### src/rtl/iob_cache_axi_read_responder_if.sv
// rtl/iob_cache_axi_read_responder_if.sv - AXI4 AR/R channel bundle for the read responder
interface iob_cache_axi_read_responder_if #(
    parameter int AXI_ID_W   = 1,
    parameter int AXI_ADDR_W = 32,
    parameter int AXI_DATA_W = 32,
    parameter int AXI_LEN_W  = 8
);
    logic [AXI_ID_W-1:0]   axi_arid_i;
    logic [AXI_ADDR_W-1:0] axi_araddr_i;
    logic [AXI_LEN_W-1:0]  axi_arlen_i;
    logic [2:0]            axi_arsize_i;
    logic [1:0]            axi_arburst_i;
    logic                  axi_arvalid_i;
    logic                  axi_arready_o;
    logic [AXI_ID_W-1:0]   axi_rid_o;
    logic [AXI_DATA_W-1:0] axi_rdata_o;
    logic [1:0]            axi_rresp_o;
    logic                  axi_rlast_o;
    logic                  axi_rvalid_o;
    logic                  axi_rready_i;

    modport slave (
        input  axi_arid_i, axi_araddr_i, axi_arlen_i, axi_arsize_i, axi_arburst_i,
        input  axi_arvalid_i, axi_rready_i,
        output axi_arready_o, axi_rid_o, axi_rdata_o, axi_rresp_o, axi_rlast_o, axi_rvalid_o
    );

    modport master (
        output axi_arid_i, axi_araddr_i, axi_arlen_i, axi_arsize_i, axi_arburst_i,
        output axi_arvalid_i, axi_rready_i,
        input  axi_arready_o, axi_rid_o, axi_rdata_o, axi_rresp_o, axi_rlast_o, axi_rvalid_o
    );
endinterface

### src/rtl/iob_cache_axi_read_responder.sv
// rtl/iob_cache_axi_read_responder.sv - AXI4 read slave over a 1-cycle-latency memory, 2-entry R buffer
// Optional out-of-range SLVERR beats: define IOB_CACHE_AXI_RD_SLVERR_EN.
module iob_cache_axi_read_responder #(
    parameter int AXI_ID_W   = 1,
    parameter int AXI_ADDR_W = 32,
    parameter int AXI_DATA_W = 32,
    parameter int AXI_LEN_W  = 8,
    parameter int MEM_ADDR_W = 16
) (
    input  logic                                  clk_i,
    input  logic                                  reset_n_i,
    iob_cache_axi_read_responder_if.slave         axi,
    output logic                                  mem_en_o,
    output logic [MEM_ADDR_W-1:0]                 mem_addr_o,
    input  logic [AXI_DATA_W-1:0]                 mem_rdata_i
);
    localparam int OFFS_W = $clog2(AXI_DATA_W / 8);
`ifdef IOB_CACHE_AXI_RD_SLVERR_EN
    // Keep the untruncated word address so out-of-range beats can be flagged.
    localparam int AR_W = AXI_ADDR_W - OFFS_W;
`else
    localparam int AR_W = MEM_ADDR_W;
`endif
    localparam logic [1:0] RESP_OKAY   = 2'b00;
    localparam logic [1:0] RESP_SLVERR = 2'b10;

    typedef enum logic {
        ST_IDLE  = 1'b0,
        ST_ISSUE = 1'b1
    } state_t;

    state_t                state_q, state_d;
    logic [AXI_ID_W-1:0]   id_q, id_d;
    logic [AR_W-1:0]       addr_q, addr_d;
    logic [AXI_LEN_W-1:0]  cnt_q, cnt_d;
    logic                  fixed_q, fixed_d;

    logic                  if_valid_q, if_valid_d;
    logic [AXI_ID_W-1:0]   if_id_q, if_id_d;
    logic [1:0]            if_resp_q, if_resp_d;
    logic                  if_last_q, if_last_d;

    logic [AXI_DATA_W-1:0] fifo_data_q [2];
    logic [AXI_DATA_W-1:0] fifo_data_d [2];
    logic [AXI_ID_W-1:0]   fifo_id_q   [2];
    logic [AXI_ID_W-1:0]   fifo_id_d   [2];
    logic [1:0]            fifo_resp_q [2];
    logic [1:0]            fifo_resp_d [2];
    logic [1:0]            fifo_last_q, fifo_last_d;
    logic                  wr_ptr_q, wr_ptr_d;
    logic                  rd_ptr_q, rd_ptr_d;
    logic [1:0]            count_q, count_d;

    logic                  arready;
    logic                  rvalid;
    logic                  pop;
    logic                  push;
    logic [2:0]            occupancy;
    logic                  credit;
    logic                  issue;
    logic                  in_range;
    logic                  unused_ok;

    assign unused_ok = &{1'b0, axi.axi_arsize_i, axi.axi_araddr_i};

`ifdef IOB_CACHE_AXI_RD_SLVERR_EN
    localparam logic [AR_W:0] MEM_WORDS = {{AR_W{1'b0}}, 1'b1} << MEM_ADDR_W;
    assign in_range = ({1'b0, addr_q} < MEM_WORDS);
`else
    assign in_range = 1'b1;
`endif

    assign rvalid = (count_q != 2'd0);
    assign pop    = rvalid & axi.axi_rready_i;
    assign push   = if_valid_q;

    // Slots already promised (buffered + in flight) after this cycle's pop must leave room.
    assign occupancy = 3'(count_q) + 3'(if_valid_q) - 3'(pop);
    assign credit    = (occupancy < 3'd2);
    assign issue     = (state_q == ST_ISSUE) && credit;

    always_comb begin
        state_d    = state_q;
        id_d       = id_q;
        addr_d     = addr_q;
        cnt_d      = cnt_q;
        fixed_d    = fixed_q;
        arready    = 1'b0;
        if_valid_d = issue;
        if_id_d    = id_q;
        if_resp_d  = in_range ? RESP_OKAY : RESP_SLVERR;
        if_last_d  = (cnt_q == '0);

        case (state_q)
            ST_IDLE: begin
                arready = 1'b1;
                if (axi.axi_arvalid_i) begin
                    id_d    = axi.axi_arid_i;
                    addr_d  = axi.axi_araddr_i[OFFS_W +: AR_W];
                    cnt_d   = axi.axi_arlen_i;
                    fixed_d = (axi.axi_arburst_i == 2'b00);
                    state_d = ST_ISSUE;
                end
            end
            ST_ISSUE: begin
                if (issue) begin
                    addr_d = addr_q + (fixed_q ? '0 : AR_W'(1));
                    cnt_d  = cnt_q - AXI_LEN_W'(1);
                    if (cnt_q == '0) begin
                        state_d = ST_IDLE;
                    end
                end
            end
            default: state_d = ST_IDLE;
        endcase
    end

    always_comb begin
        fifo_data_d = fifo_data_q;
        fifo_id_d   = fifo_id_q;
        fifo_resp_d = fifo_resp_q;
        fifo_last_d = fifo_last_q;
        wr_ptr_d    = wr_ptr_q ^ push;
        rd_ptr_d    = rd_ptr_q ^ pop;
        count_d     = count_q + {1'b0, push} - {1'b0, pop};
        if (push) begin
            // Error beats never strobed the memory, so mem_rdata_i is meaningless for them.
            fifo_data_d[wr_ptr_q] = (if_resp_q == RESP_SLVERR) ? '0 : mem_rdata_i;
            fifo_id_d[wr_ptr_q]   = if_id_q;
            fifo_resp_d[wr_ptr_q] = if_resp_q;
            fifo_last_d[wr_ptr_q] = if_last_q;
        end
    end

    always_ff @(posedge clk_i or negedge reset_n_i) begin
        if (!reset_n_i) begin
            state_q     <= ST_IDLE;
            id_q        <= '0;
            addr_q      <= '0;
            cnt_q       <= '0;
            fixed_q     <= 1'b0;
            if_valid_q  <= 1'b0;
            if_id_q     <= '0;
            if_resp_q   <= RESP_OKAY;
            if_last_q   <= 1'b0;
            for (int i = 0; i < 2; i++) begin
                fifo_data_q[i] <= '0;
                fifo_id_q[i]   <= '0;
                fifo_resp_q[i] <= RESP_OKAY;
            end
            fifo_last_q <= '0;
            wr_ptr_q    <= 1'b0;
            rd_ptr_q    <= 1'b0;
            count_q     <= 2'd0;
        end else begin
            state_q     <= state_d;
            id_q        <= id_d;
            addr_q      <= addr_d;
            cnt_q       <= cnt_d;
            fixed_q     <= fixed_d;
            if_valid_q  <= if_valid_d;
            if_id_q     <= if_id_d;
            if_resp_q   <= if_resp_d;
            if_last_q   <= if_last_d;
            fifo_data_q <= fifo_data_d;
            fifo_id_q   <= fifo_id_d;
            fifo_resp_q <= fifo_resp_d;
            fifo_last_q <= fifo_last_d;
            wr_ptr_q    <= wr_ptr_d;
            rd_ptr_q    <= rd_ptr_d;
            count_q     <= count_d;
        end
    end

    assign mem_en_o   = issue && in_range;
    assign mem_addr_o = addr_q[MEM_ADDR_W-1:0];

    assign axi.axi_arready_o = arready;
    assign axi.axi_rvalid_o  = rvalid;
    assign axi.axi_rdata_o   = fifo_data_q[rd_ptr_q];
    assign axi.axi_rid_o     = fifo_id_q[rd_ptr_q];
    assign axi.axi_rresp_o   = fifo_resp_q[rd_ptr_q];
    assign axi.axi_rlast_o   = fifo_last_q[rd_ptr_q];
endmodule

### src/flat_wrapper.sv
// flat-port wrapper written by rule: the top's interface ports become plain ports
module iob_cache_axi_read_responder_flat 
#(
    parameter int AXI_ID_W   = 1,
    parameter int AXI_ADDR_W = 32,
    parameter int AXI_DATA_W = 32,
    parameter int AXI_LEN_W  = 8,
    parameter int MEM_ADDR_W = 16
)
  (clk_i, reset_n_i, mem_en_o, mem_addr_o, mem_rdata_i, axi_axi_arid_i, axi_axi_araddr_i, axi_axi_arlen_i, axi_axi_arsize_i, axi_axi_arburst_i, axi_axi_arvalid_i, axi_axi_rready_i, axi_axi_arready_o, axi_axi_rid_o, axi_axi_rdata_o, axi_axi_rresp_o, axi_axi_rlast_o, axi_axi_rvalid_o);
  iob_cache_axi_read_responder_if #(.AXI_ID_W(AXI_ID_W), .AXI_ADDR_W(AXI_ADDR_W), .AXI_DATA_W(AXI_DATA_W), .AXI_LEN_W(AXI_LEN_W)) axi_i ();
  input  logic clk_i;
  input  logic reset_n_i;
  output logic mem_en_o;
  output logic [MEM_ADDR_W-1:0] mem_addr_o;
  input  logic [AXI_DATA_W-1:0] mem_rdata_i;
  input wire logic [$bits(axi_i.axi_arid_i)-1:0] axi_axi_arid_i;
  input wire logic [$bits(axi_i.axi_araddr_i)-1:0] axi_axi_araddr_i;
  input wire logic [$bits(axi_i.axi_arlen_i)-1:0] axi_axi_arlen_i;
  input wire logic [$bits(axi_i.axi_arsize_i)-1:0] axi_axi_arsize_i;
  input wire logic [$bits(axi_i.axi_arburst_i)-1:0] axi_axi_arburst_i;
  input wire logic [$bits(axi_i.axi_arvalid_i)-1:0] axi_axi_arvalid_i;
  input wire logic [$bits(axi_i.axi_rready_i)-1:0] axi_axi_rready_i;
  output wire logic [$bits(axi_i.axi_arready_o)-1:0] axi_axi_arready_o;
  output wire logic [$bits(axi_i.axi_rid_o)-1:0] axi_axi_rid_o;
  output wire logic [$bits(axi_i.axi_rdata_o)-1:0] axi_axi_rdata_o;
  output wire logic [$bits(axi_i.axi_rresp_o)-1:0] axi_axi_rresp_o;
  output wire logic [$bits(axi_i.axi_rlast_o)-1:0] axi_axi_rlast_o;
  output wire logic [$bits(axi_i.axi_rvalid_o)-1:0] axi_axi_rvalid_o;
  assign axi_i.axi_arid_i = axi_axi_arid_i;
  assign axi_i.axi_araddr_i = axi_axi_araddr_i;
  assign axi_i.axi_arlen_i = axi_axi_arlen_i;
  assign axi_i.axi_arsize_i = axi_axi_arsize_i;
  assign axi_i.axi_arburst_i = axi_axi_arburst_i;
  assign axi_i.axi_arvalid_i = axi_axi_arvalid_i;
  assign axi_i.axi_rready_i = axi_axi_rready_i;
  assign axi_axi_arready_o = axi_i.axi_arready_o;
  assign axi_axi_rid_o = axi_i.axi_rid_o;
  assign axi_axi_rdata_o = axi_i.axi_rdata_o;
  assign axi_axi_rresp_o = axi_i.axi_rresp_o;
  assign axi_axi_rlast_o = axi_i.axi_rlast_o;
  assign axi_axi_rvalid_o = axi_i.axi_rvalid_o;
  iob_cache_axi_read_responder #(.AXI_ID_W(AXI_ID_W), .AXI_ADDR_W(AXI_ADDR_W), .AXI_DATA_W(AXI_DATA_W), .AXI_LEN_W(AXI_LEN_W), .MEM_ADDR_W(MEM_ADDR_W)) u_core (.clk_i(clk_i), .reset_n_i(reset_n_i), .axi(axi_i), .mem_en_o(mem_en_o), .mem_addr_o(mem_addr_o), .mem_rdata_i(mem_rdata_i));
endmodule
### config.mk
export PLATFORM = sky130hd
export DESIGN_NAME = iob_cache_axi_read_responder_flat
export DESIGN_NICKNAME = d
export VERILOG_FILES = /design/src/rtl/iob_cache_axi_read_responder_if.sv /design/src/rtl/iob_cache_axi_read_responder.sv /design/src/flat_wrapper.sv
export SDC_FILE = /design/constraint.sdc
export NUM_CORES = 1
export LEC_CHECK = 0
export ABC_AREA = 1
export ABC_CLOCK_PERIOD_IN_PS = 2900
export CAP_MARGIN = 20
export CELL_PAD_IN_SITES_DETAIL_PLACEMENT = 1
export CELL_PAD_IN_SITES_GLOBAL_PLACEMENT = 1
export CORE_MARGIN = 3
export CORE_UTILIZATION = 47
export CTS_CLUSTER_DIAMETER = 40
export CTS_CLUSTER_SIZE = 12
export DETAILED_ROUTE_END_ITERATION = 8
export DONT_BUFFER_PORTS = 1
export GPL_TIMING_DRIVEN = 0
export PLACE_DENSITY = 0.79
export SLEW_MARGIN = 40
export SYNTH_ARGS = -nofsm -noshare
export SYNTH_HDL_FRONTEND = slang
export SYNTH_SLANG_ARGS = --single-unit
### constraint.sdc
create_clock -name clk_i -period 2.9 [get_ports clk_i]
set_clock_uncertainty 0.05 [all_clocks]
set_input_delay 0.435 -clock clk_i [delete_from_list [all_inputs] [get_ports clk_i]]
set_output_delay 0.435 -clock clk_i [all_outputs]
set_load 0.01 [all_outputs]
==> impl_metrics.py, run 1 <==
metrics = {
    "drt": {
        "vias": 4215,
        "routed_wirelength_mm": 14.0,
        "route.detailed.drc": 0,
        "drtIter0Drc": 182,
        "vias_per_cell": 5.53,
        "postRouteAntennaNets": 0,
        "firstDrtPassIters": 4,
        "post_drt_wl_per_cell_um": 18.4,
    },
    "placement": {
        "dpl_cell_area_mm2": 0.00534,
        "place_hpwl_mm": 10.1,
        "place_congestion": 0.862,
        "io_buffers": 0,
    },
    "timing": {
        "min_period_over_period": 0.984,
        "setup_viol": 0,
        "fin_hold_ws_ns": -0.302,
        "fin_tns_setup_ns": 0,
        "post-route-min-period_ns": 2.85,
        "relSlewSlack": 0.608,
        "drv_slew": 0,
        "fmax_mhz": 350,
        "worst_pin_slew_ns": 0.581,
        "grt_setup_unrepaired": "yes",
        "hold_viol": 106,
    },
    "global_route": {
        "grt_max_degree": 107,
        "antenna_found_initial": 0,
        "overflow": 0,
        "grt_usage": 0.236,
        "grt_pass1_wl_mm": 23.6,
        "grt_pass1_vias": 4715,
    },
    "synthesis": {
        "yosysWarnings": 0,
        "ys_ff_latch": 106,
        "ys_seq_area_frac": 0.513,
        "syn_inst": 603,
        "synth_area_mm2": 0.00517,
        "synth.distinct_cells": 35,
        "syn_avg_cell_area_um2": 8.58,
        "syn-num-nets": 694,
    },
    "clocking": {
        "clock-sinks": 106,
        "cts_tree": "done",
        "clock_latency_ns": 0.37,
        "cts_buffers": 9,
        "clockBufferDepth": 2,
        "h-tree-depth": 3,
        "clock-root-buffer": "clkbuf_8",
        "clk_pin_slew_ns": 0.10,
    },
    "power": {
        "total_power_mw": 6.91,
        "ir_drop_mv": 0.632,
        "power_frac_comb": 0.490,
        "power_frac_seq": 0.386,
        "p_sw_mw": 3.16,
        "leakage_nw": 2.63,
        "internal-power_mw": 3.76,
        "swShare": 0.457,
        "p_clk_frac": 0.125,
        "powerDensity_mw_per_mm2": 1230,
    },
    "floorplan": {
        "initial_core_util": 0.492,
        "die_area_mm2": 0.0123,
        "io_pins": 137,
        "core-area_mm2": 0.0105,
        "die-height_um": 111,
        "placementRows": 37,
        "dieWidth_um": 111,
    },
    "critical_path": {
        "crit_path_end_kind": "output pin",
        "worstSetupPathType": "reg -> out",
        "crit_chain": "or2_4 > nand2_2 > inv_2 > ha_4 > inv_2 > ha_4 > fa_2 > nor2_4 > nand3_4 > inv_4",
        "regToRegSetupSlack_ns": 0.16,
        "worstPathMaxFanout": 2,
        "crit_start": "u_core.count_q[1]",
        "crit_slowest_cell": "fa_2",
        "critPathRequiredTime_ns": 2.41,
        "slowest_delay_ns": 0.45,
        "critPathLaunchType": "register",
        "r2r-start": "u_core.count_q[1]",
        "arrival_ns": 2.37,
    },
    "final_layout": {
        "drive_above_1_share": 0.141,
        "nets": 713,
        "syn_to_final_growth_pct": 8.73,
        "diodes": 0,
        "design_area_mm2": 0.00562,
        "utilization": 0.535,
    },
    "worst_hold_path": {
        "worstHoldPathType": "in -> async",
    },
    "job": {
        "drv_cap": 0,
    },
    "run_status": {
        "failed_checks": "hold timing",
        "status": "complete, but fails checks",
    },
}
-- cell usage in the layout, fill, tap and decap left out, types with 3 or more instances in the layout --
cell      Yosys  routed
mux2_2       35      35
buf_4         2      10
nand2_1     150     149
buf_2         8       8
nand3_1      22      22
a21oi_1      11      11
a31oi_1       4       4
o211ai_1      3       3
o21ai_0      90      90
o21ai_1       5       5
nor2_1       37      37
dfrtp_1     106     106
nand4_1       7       7
inv_2         1       3
inv_1        73      70
clkbuf_8      0      11
nor2_2        3       3
ha_1          8       6
clkbuf_1     16      16
-- cells in the mapped netlist (all sizes together) --
library cell,n,area share
buf,13,0.016
nor3,2,0.0019
a22oi,1,0.0015
a31oi,4,0.0048
o211ai,3,0.0044
or2,2,0.0024
dfrtp,106,0.51
nand2,152,0.11
o22ai,2,0.0024
nand4,7,0.0085
and2,1,0.0012
fa,1,0.0039
a21boi,2,0.0029
mux2,35,0.076
o31ai,1,0.0015
inv,75,0.055
ha,8,0.019
xnor2,1,0.0017
nor2,41,0.033
xor2,1,0.0017
o21ai,95,0.092
a21oi,11,0.011
nand3,23,0.023
clkbuf,16,0.012
-- worst paths after layout --
path,depth (start not counted),end
worst max register to register,16,u_core.mem_addr_o[12]
worst min-delay path,0,u_core.fifo_data_q[8]
min in group clk_i,1,u_core.fixed_q
worst min register to register,0,u_core.if_id_q
max in group asynchronous,0,u_core.fifo_data_q[18]
worst max-delay path,10,mem_en_o
-- metrics by stage --
step                worst slack [ns]  instances
global route                 -0.0549        762
floorplan                      0.301        603
detailed placement            0.0682        739
global placement               0.149        739
CTS                           0.0245        762
finish                        0.0464        762
-- power by group through the flow --
stage	Combinational, mW	Sequential [mW]	Clock (mW)
2_1_floorplan	2.44	2.54	0
3_3_place_gp	3.04	2.64	0
3_5_place_dp	3.23	2.70	0
4_1_cts	3.42	2.67	0.884
5_1_grt	3.84	2.76	0.957
6_report	3.39	2.66	0.861
-- layer usage --
metal	up-vias	part of all wire	global-route usage
met5	-	0	0
met1	2091	0.40	0.266
met2	112	0.52	0.427
met4	0	0.029	0.0911
li1	1977	-	-
met3	35	0.054	0.0600
-- cells by family after synthesis --
logic type / after synthesis / synth area share
flops: 106 / 0.513
buf+inv: 104 / 0.0822
simple gates: 228 / 0.182
compound gates: 119 / 0.120
xor+xnor: 2 / 0.00339
fa+ha+maj: 9 / 0.0232
mux: 35 / 0.0762
-- final cells by class --
cell class / instances / area [um^2]
fill: 1275 / 4880
clock inverter: 4 / 27.5
sequential: 106 / 2650
buffer: 29 / 141
clock buffer: 11 / 151
multi-input combinational: 393 / 2130
inverter: 75 / 287
timing repair buffer: 8 / 60.1
tap: 136 / 170
-- timing repair --
action | 4_1_cts | 5_1_grt
setup endpoints to repair | 1 | 1
buffers inserted | 8 | 0
pin swaps | 6 | 6
endpoints found under the hold margin | 106 | 106
gates resized for setup | 11 | 0
-- critical path: cells and delay by family, from the launching register on --
kind | cells | cell delay (ns)
flip-flops | 1 | 0.39
adder cells (fa/ha/maj) | 3 | 0.86
buffers and inverters | 3 | 0.16
AND/OR/NAND/NOR | 4 | 0.60
-- flip-flops by register name (all words and copies together), names as in the netlist, 2 cells and up --
| signal | cells |
|---|---|
| u_core.cnt_q | 8 |
| u_core.count_q | 2 |
| u_core.fifo_id_q | 2 |
| u_core.fifo_resp_q | 4 |
| u_core.fifo_data_q | 64 |
| u_core.mem_addr_o | 16 |
| u_core.fifo_last_q | 2 |
Note: power is estimated with default switching activity, not from simulation.
==> inputs of run 2 (changes only) <==
- CORE_MARGIN: 3 -> default
- RECOVER_POWER: default -> 25
==> run 2 against run 1 <==
Net effect: the flow finishes with violations (hold timing, setup timing); core utilization up 0.44 points; sequential power about the same; cell count unchanged; maximum frequency down 2.7%; final area up 0.82%; clock power up 14%; worst setup slack worse by 0.080 ns; highest routed layer unchanged.
==> impl_metrics.py, run 2 (synthesized netlist as in run 1, its figures left out) <==
metrics = {
    "drt": {
        "vias": 4195,
        "postRouteAntennaNets": 0,
        "drtIter0Drc": 123,
        "vias_per_cell": 5.51,
        "firstDrtPassIters": 4,
        "post_drt_wl_per_cell_um": 18.1,
        "route.detailed.drc": 0,
        "routed_wirelength_mm": 13.8,
    },
    "timing": {
        "hold_viol": 106,
        "worst_pin_slew_ns": 0.528,
        "drv_slew": 0,
        "grt_setup_unrepaired": "yes",
        "finalWorstSetupSlack_ns": -0.0339,
        "post-route-min-period_ns": 2.93,
        "min_period_over_period": 1.01,
        "fin_hold_ws_ns": -0.320,
        "setup_viol": 1,
        "fin_tns_setup_ns": -0.0339,
        "relSlewSlack": 0.644,
        "fmax_mhz": 341,
    },
    "floorplan": {
        "initial_core_util": 0.492,
        "core-area_mm2": 0.0105,
        "dieWidth_um": 107,
        "die-height_um": 107,
        "placementRows": 37,
        "io_pins": 137,
        "die_area_mm2": 0.0114,
    },
    "job": {
        "drv_cap": 0,
    },
    "clocking": {
        "clockBufferDepth": 2,
        "clock_latency_ns": 0.38,
        "clock-root-buffer": "clkbuf_8",
        "h-tree-depth": 3,
        "clock-sinks": 106,
        "cts_tree": "done",
        "clk_pin_slew_ns": 0.11,
        "cts_buffers": 9,
    },
    "critical_path": {
        "crit_slowest_cell": "fa_2",
        "regToRegSetupSlack_ns": 0.10,
        "worstPathMaxFanout": 2,
        "crit_chain": "or2_4 > nand2_4 > inv_4 > ha_4 > inv_4 > ha_4 > fa_2 > nor2_4 > nand3_4 > inv_4",
        "critPathLaunchType": "register",
        "r2r-start": "u_core.count_q[1]",
        "critPathRequiredTime_ns": 2.41,
        "crit_path_end_kind": "output pin",
        "path_common_cell": "inv_4",
        "slowest_delay_ns": 0.46,
        "arrival_ns": 2.45,
        "crit_start": "u_core.count_q[1]",
        "cpLargestDelayFamily": "adder cells",
        "path_depth": 10,
        "critPathBufInv": 3,
        "rr_worst_depth": 15,
        "r2r-end": "u_core.cnt_q[7]",
        "worstSetupPathType": "reg -> out",
    },
    "global_route": {
        "met3_usage": 0.0584,
        "antenna_found_initial": 0,
        "grtUsageMet1": 0.297,
        "busiest_layer": "met2",
        "grt_pass1_wl_mm": 22.8,
        "grt_pass1_vias": 4543,
        "grt_use_met2": 0.465,
        "grt_usage": 0.258,
        "grt_max_degree": 107,
        "overflow": 0,
    },
    "final_layout": {
        "largest_reg_flops": 64,
        "utilization": 0.540,
        "fillerInstances": 1254,
        "regMostFlops": "u_core.fifo_data_q",
        "design_area_mm2": 0.00567,
        "final_cell_mix": "nand2_1 (149), dfrtp_1 (106), o21ai_0 (90), inv_1 (70), nor2_1 (37)",
        "fin_cells": 762,
        "nets": 712,
        "layout_commonest_cell": "nand2_1",
        "syn_to_final_growth_pct": 9.63,
        "drive_above_1_share": 0.141,
        "diodes": 0,
    },
    "power": {
        "ir_drop_mv": 0.663,
        "leakage_nw": 2.64,
        "powerDensity_mw_per_mm2": 1250,
    },
    "placement": {
        "place_congestion": 0.869,
        "place_hpwl_mm": 9.79,
        "dpl_cell_area_mm2": 0.00534,
        "io_buffers": 0,
        "placed_cells": 739,
        "post-place-ws_ns": -0.0110,
    },
    "worst_hold_path": {
        "worstHoldPathType": "in -> async",
    },
    "run_status": {
        "status": "complete, but fails checks",
        "failed_checks": "hold timing, setup timing",
    },
}
==> run 2: changes by cell type in the layout (fill, tap and decap cells not counted), moves of 2 or more <==
cell	previous run	this run
clkinv_2	2	0
clkbuf_8	11	9
inv_8	0	2
inv_4	2	5
inv_2	3	0
buf_4	10	8
==> run 2: timing repair <==
item | 4_1_cts | 5_1_grt
resized for setup | 12 | 6
endpoints found under the hold margin | 106 | 106
pin swaps | 5 | 6
setup endpoints to repair | 8 | 13
setup buffers | 4 | 3
==> run 2: stage by stage <==
stage	hold slack (ns)	total power [mW]
6_report	-0.320	7.09
5_1_grt	-0.341	7.71
4_1_cts	-0.335	7.05
3_5_place_dp	0.0913	5.92
3_3_place_gp	0.0915	5.67
2_1_floorplan	0.0894	4.99
==> run 2: layer usage <==
| layer | vias to the layer above | wire (um) |
|---|---|---|
| li1 | 1973 | - |
| met1 | 2084 | 5510 |
| met2 | 113 | 7180 |
| met3 | 25 | 820 |
| met4 | 0 | 303 |
| met5 | - | 0 |
==> run 2: layout make-up <==
| class | instances | area (um^2) | area share |
|---|---|---|---|
| buffer | 29 | 151 | 0.0267 |
| multi-input combinational | 393 | 2140 | 0.377 |
| sequential | 106 | 2650 | 0.468 |
| clock inverter | 7 | 86.3 | 0.0152 |
| timing repair buffer | 7 | 52.6 | 0.00927 |
| clock buffer | 9 | 124 | 0.0218 |
| inverter | 75 | 294 | 0.0519 |
| tap | 136 | 170 | 0.0300 |
==> run 2: worst max path at each step <==
stage / to / slack [ns]
6_report: mem_en_o / -0.03
5_1_grt: mem_en_o / -0.13
4_1_cts: mem_en_o / 0.006
3_5_place_dp: u_core.mem_addr_o[12] / -0.01
3_3_place_gp: u_core.mem_addr_o[13] / 0.13
2_1_floorplan: mem_en_o / 0.30
==> run 2: power breakdown <==
group | total [mW] | internal, mW | switching, mW
Clock | 0.984 | 0.418 | 0.566
Sequential | 2.65 | 2.18 | 0.475
Combinational | 3.46 | 1.26 | 2.20
Total | 7.09 | 3.85 | 3.24
==> run 2: worst reg2reg max path, delay by kind of cell (launching register included) <==
family,cells,cell delay [ns]
AOI/OAI and AO/OA,1,0.08
adders and majority gates,3,0.87
buffers and inverters,5,0.46
DFF,1,0.41
and+or+nand+nor,6,0.82
==> inputs of run 3 (changes only) <==
- BUFFER_PORTS_ARGS: default -> -buffer_cell sky130_fd_sc_hd__buf_4
- CORE_UTILIZATION: 47 -> 39
- DONT_BUFFER_PORTS: 1 -> default
==> run 3 against run 2 <==
Net effect: cell count rose by 20%; largest cell class unchanged; clock-buffer cell count is 3 higher; critical path depth up 1; maximum frequency rose by 2.5%; register-to-register slack better by 0.09 ns; the flow now finishes without violations; critical endpoint unchanged; largest power group unchanged.
==> impl_metrics.py, run 3 (synthesized netlist as in run 1, its figures left out) <==
metrics = {
    "run_status": {
        "status": "completed",
    },
    "final_layout": {
        "final_cell_mix": "nand2_1 (150), buf_4 (122), dfrtp_1 (106), o21ai_0 (90), inv_1 (70)",
        "drive_above_1_share": 0.270,
        "regMostFlops": "u_core.fifo_data_q",
        "utilization": 0.520,
        "syn_to_final_growth_pct": 28.5,
        "diodes": 0,
        "nets": 829,
        "largest_reg_flops": 64,
        "layout_commonest_cell": "nand2_1",
        "design_area_mm2": 0.00665,
        "fillerInstances": 1515,
    },
    "timing": {
        "fin_tns_setup_ns": 0,
        "grt_setup_unrepaired": "yes",
        "fmax_mhz": 349,
        "min_period_over_period": 0.987,
        "worst_pin_slew_ns": 1.16,
        "relSlewSlack": 0.228,
        "setup_viol": 0,
        "hold_viol": 0,
        "drv_slew": 0,
        "fin_hold_ws_ns": 0.211,
        "post-route-min-period_ns": 2.86,
    },
    "power": {
        "leakage_nw": 3.25,
        "power_frac_seq": 0.325,
        "powerDensity_mw_per_mm2": 1210,
        "power_frac_comb": 0.523,
        "p_sw_mw": 3.39,
        "swShare": 0.420,
        "ir_drop_mv": 0.527,
        "internal-power_mw": 4.68,
        "total_power_mw": 8.07,
        "p_clk_frac": 0.152,
    },
    "clocking": {
        "clk_pin_slew_ns": 0.07,
        "h-tree-depth": 3,
        "clock_latency_ns": 0.35,
        "cts_buffers": 9,
        "clock-sinks": 106,
        "clockBufferDepth": 2,
        "cts_tree": "done",
        "clock-root-buffer": "clkbuf_16",
    },
    "drt": {
        "firstDrtPassIters": 4,
        "vias": 4716,
        "routed_wirelength_mm": 15.2,
        "postRouteAntennaNets": 0,
        "vias_per_cell": 5.16,
        "route.detailed.drc": 0,
        "drtIter0Drc": 141,
        "post_drt_wl_per_cell_um": 16.6,
    },
    "critical_path": {
        "critPathBufInv": 4,
        "crit_chain": "or2_4 > nand2_2 > inv_2 > ha_4 > inv_2 > ha_4 > fa_2 > nor2_4 > nand3_4 > inv_2 > buf_6",
        "crit_path_end_kind": "output pin",
        "slowest_delay_ns": 0.56,
        "critPathLaunchType": "register",
        "worstSetupPathType": "reg -> out",
        "cpLargestDelayFamily": "adder cells",
        "crit_slowest_cell": "fa_2",
        "critPathRequiredTime_ns": 2.41,
        "worstPathMaxFanout": 2,
        "path_common_cell": "inv_2",
        "arrival_ns": 2.38,
    },
    "global_route": {
        "antenna_found_initial": 0,
        "grt_max_degree": 107,
        "grt_usage": 0.238,
        "busiest_layer": "met2",
        "overflow": 0,
        "grtUsageMet1": 0.282,
        "met3_usage": 0.0350,
        "grt_use_met2": 0.438,
        "grt_pass1_vias": 5083,
        "grt_pass1_wl_mm": 24.9,
    },
    "worst_hold_path": {
        "worstHoldPathType": "in -> reg",
    },
    "floorplan": {
        "core-area_mm2": 0.0128,
        "die-height_um": 117,
        "io_pins": 137,
        "dieWidth_um": 117,
        "initial_core_util": 0.405,
        "placementRows": 41,
        "die_area_mm2": 0.0137,
    },
    "placement": {
        "dpl_cell_area_mm2": 0.00627,
        "io_buffers": 117,
        "place_hpwl_mm": 10.8,
        "place_congestion": 0.870,
    },
    "job": {
        "drv_cap": 0,
    },
}
run 3: power by group through the flow:
stage | logic (mW) | clock network (mW) | registers (mW)
6_report | 4.22 | 1.23 | 2.62
5_1_grt | 4.73 | 1.31 | 2.70
4_1_cts | 4.28 | 1.25 | 2.61
3_5_place_dp | 4.08 | 0 | 2.63
3_3_place_gp | 3.87 | 0 | 2.57
2_1_floorplan | 2.44 | 0 | 2.54
run 3: metrics by stage:
stage               setup slack, ns  cells
CTS                          0.0178    912
detailed placement           0.0938    892
global route                -0.0437    914
floorplan                     0.301    603
finish                       0.0364    914
global placement              0.136    892
run 3: repair_timing:
item,CTS,global route
gates resized for setup,11,0
pin swaps,6,1
endpoints found under the hold margin,0,46
setup buffers,5,0
endpoints found under the setup margin,1,1
cloned,0,0
hold buffers,0,1
run 3: worst paths after layout:
check / depth (start not counted) / end / slack, ns / start
worst max register to register: 16 / u_core.mem_addr_o[14] / 0.19 / u_core.count_q[0]
min in group asynchronous: 2 / u_core.fifo_data_q[45] / 0.80 / reset_n_i
worst min-delay path: 2 / u_core.fixed_q / 0.21 / axi_axi_arburst_i[0]
worst min register to register: 0 / u_core.if_id_q / 0.33 / u_core.id_q
max in group asynchronous: 3 / u_core.cnt_q[6] / 0.43 / reset_n_i
worst max-delay path: 11 / mem_en_o / 0.04 / u_core.count_q[0]
run 3: worst register-to-register path: cells and delay by family (launching register included):
family                   cells  cell delay [ns]
adder cells (fa/ha/maj)      3             0.96
AND/OR/NAND/NOR              8             0.68
buffers and inverters        5             0.55
flip-flops                   1             0.38
run 3: area by class of cell:
type	count	area, um^2	area share
Buffer	29	141	0.0213
Clock buffer	12	246	0.0371
Clock inverter	3	40.0	0.00602
Inverter	75	284	0.0427
Multi-Input combinational cell	393	2130	0.321
Sequential cell	106	2650	0.399
Tap cell	172	215	0.0324
Timing Repair Buffer	124	935	0.141
run 3: metal layers:
layer,up-vias,part of all wire
li1,2206,-
met1,2387,0.43
met2,103,0.52
met3,20,0.034
met4,0,0.019
met5,-,0
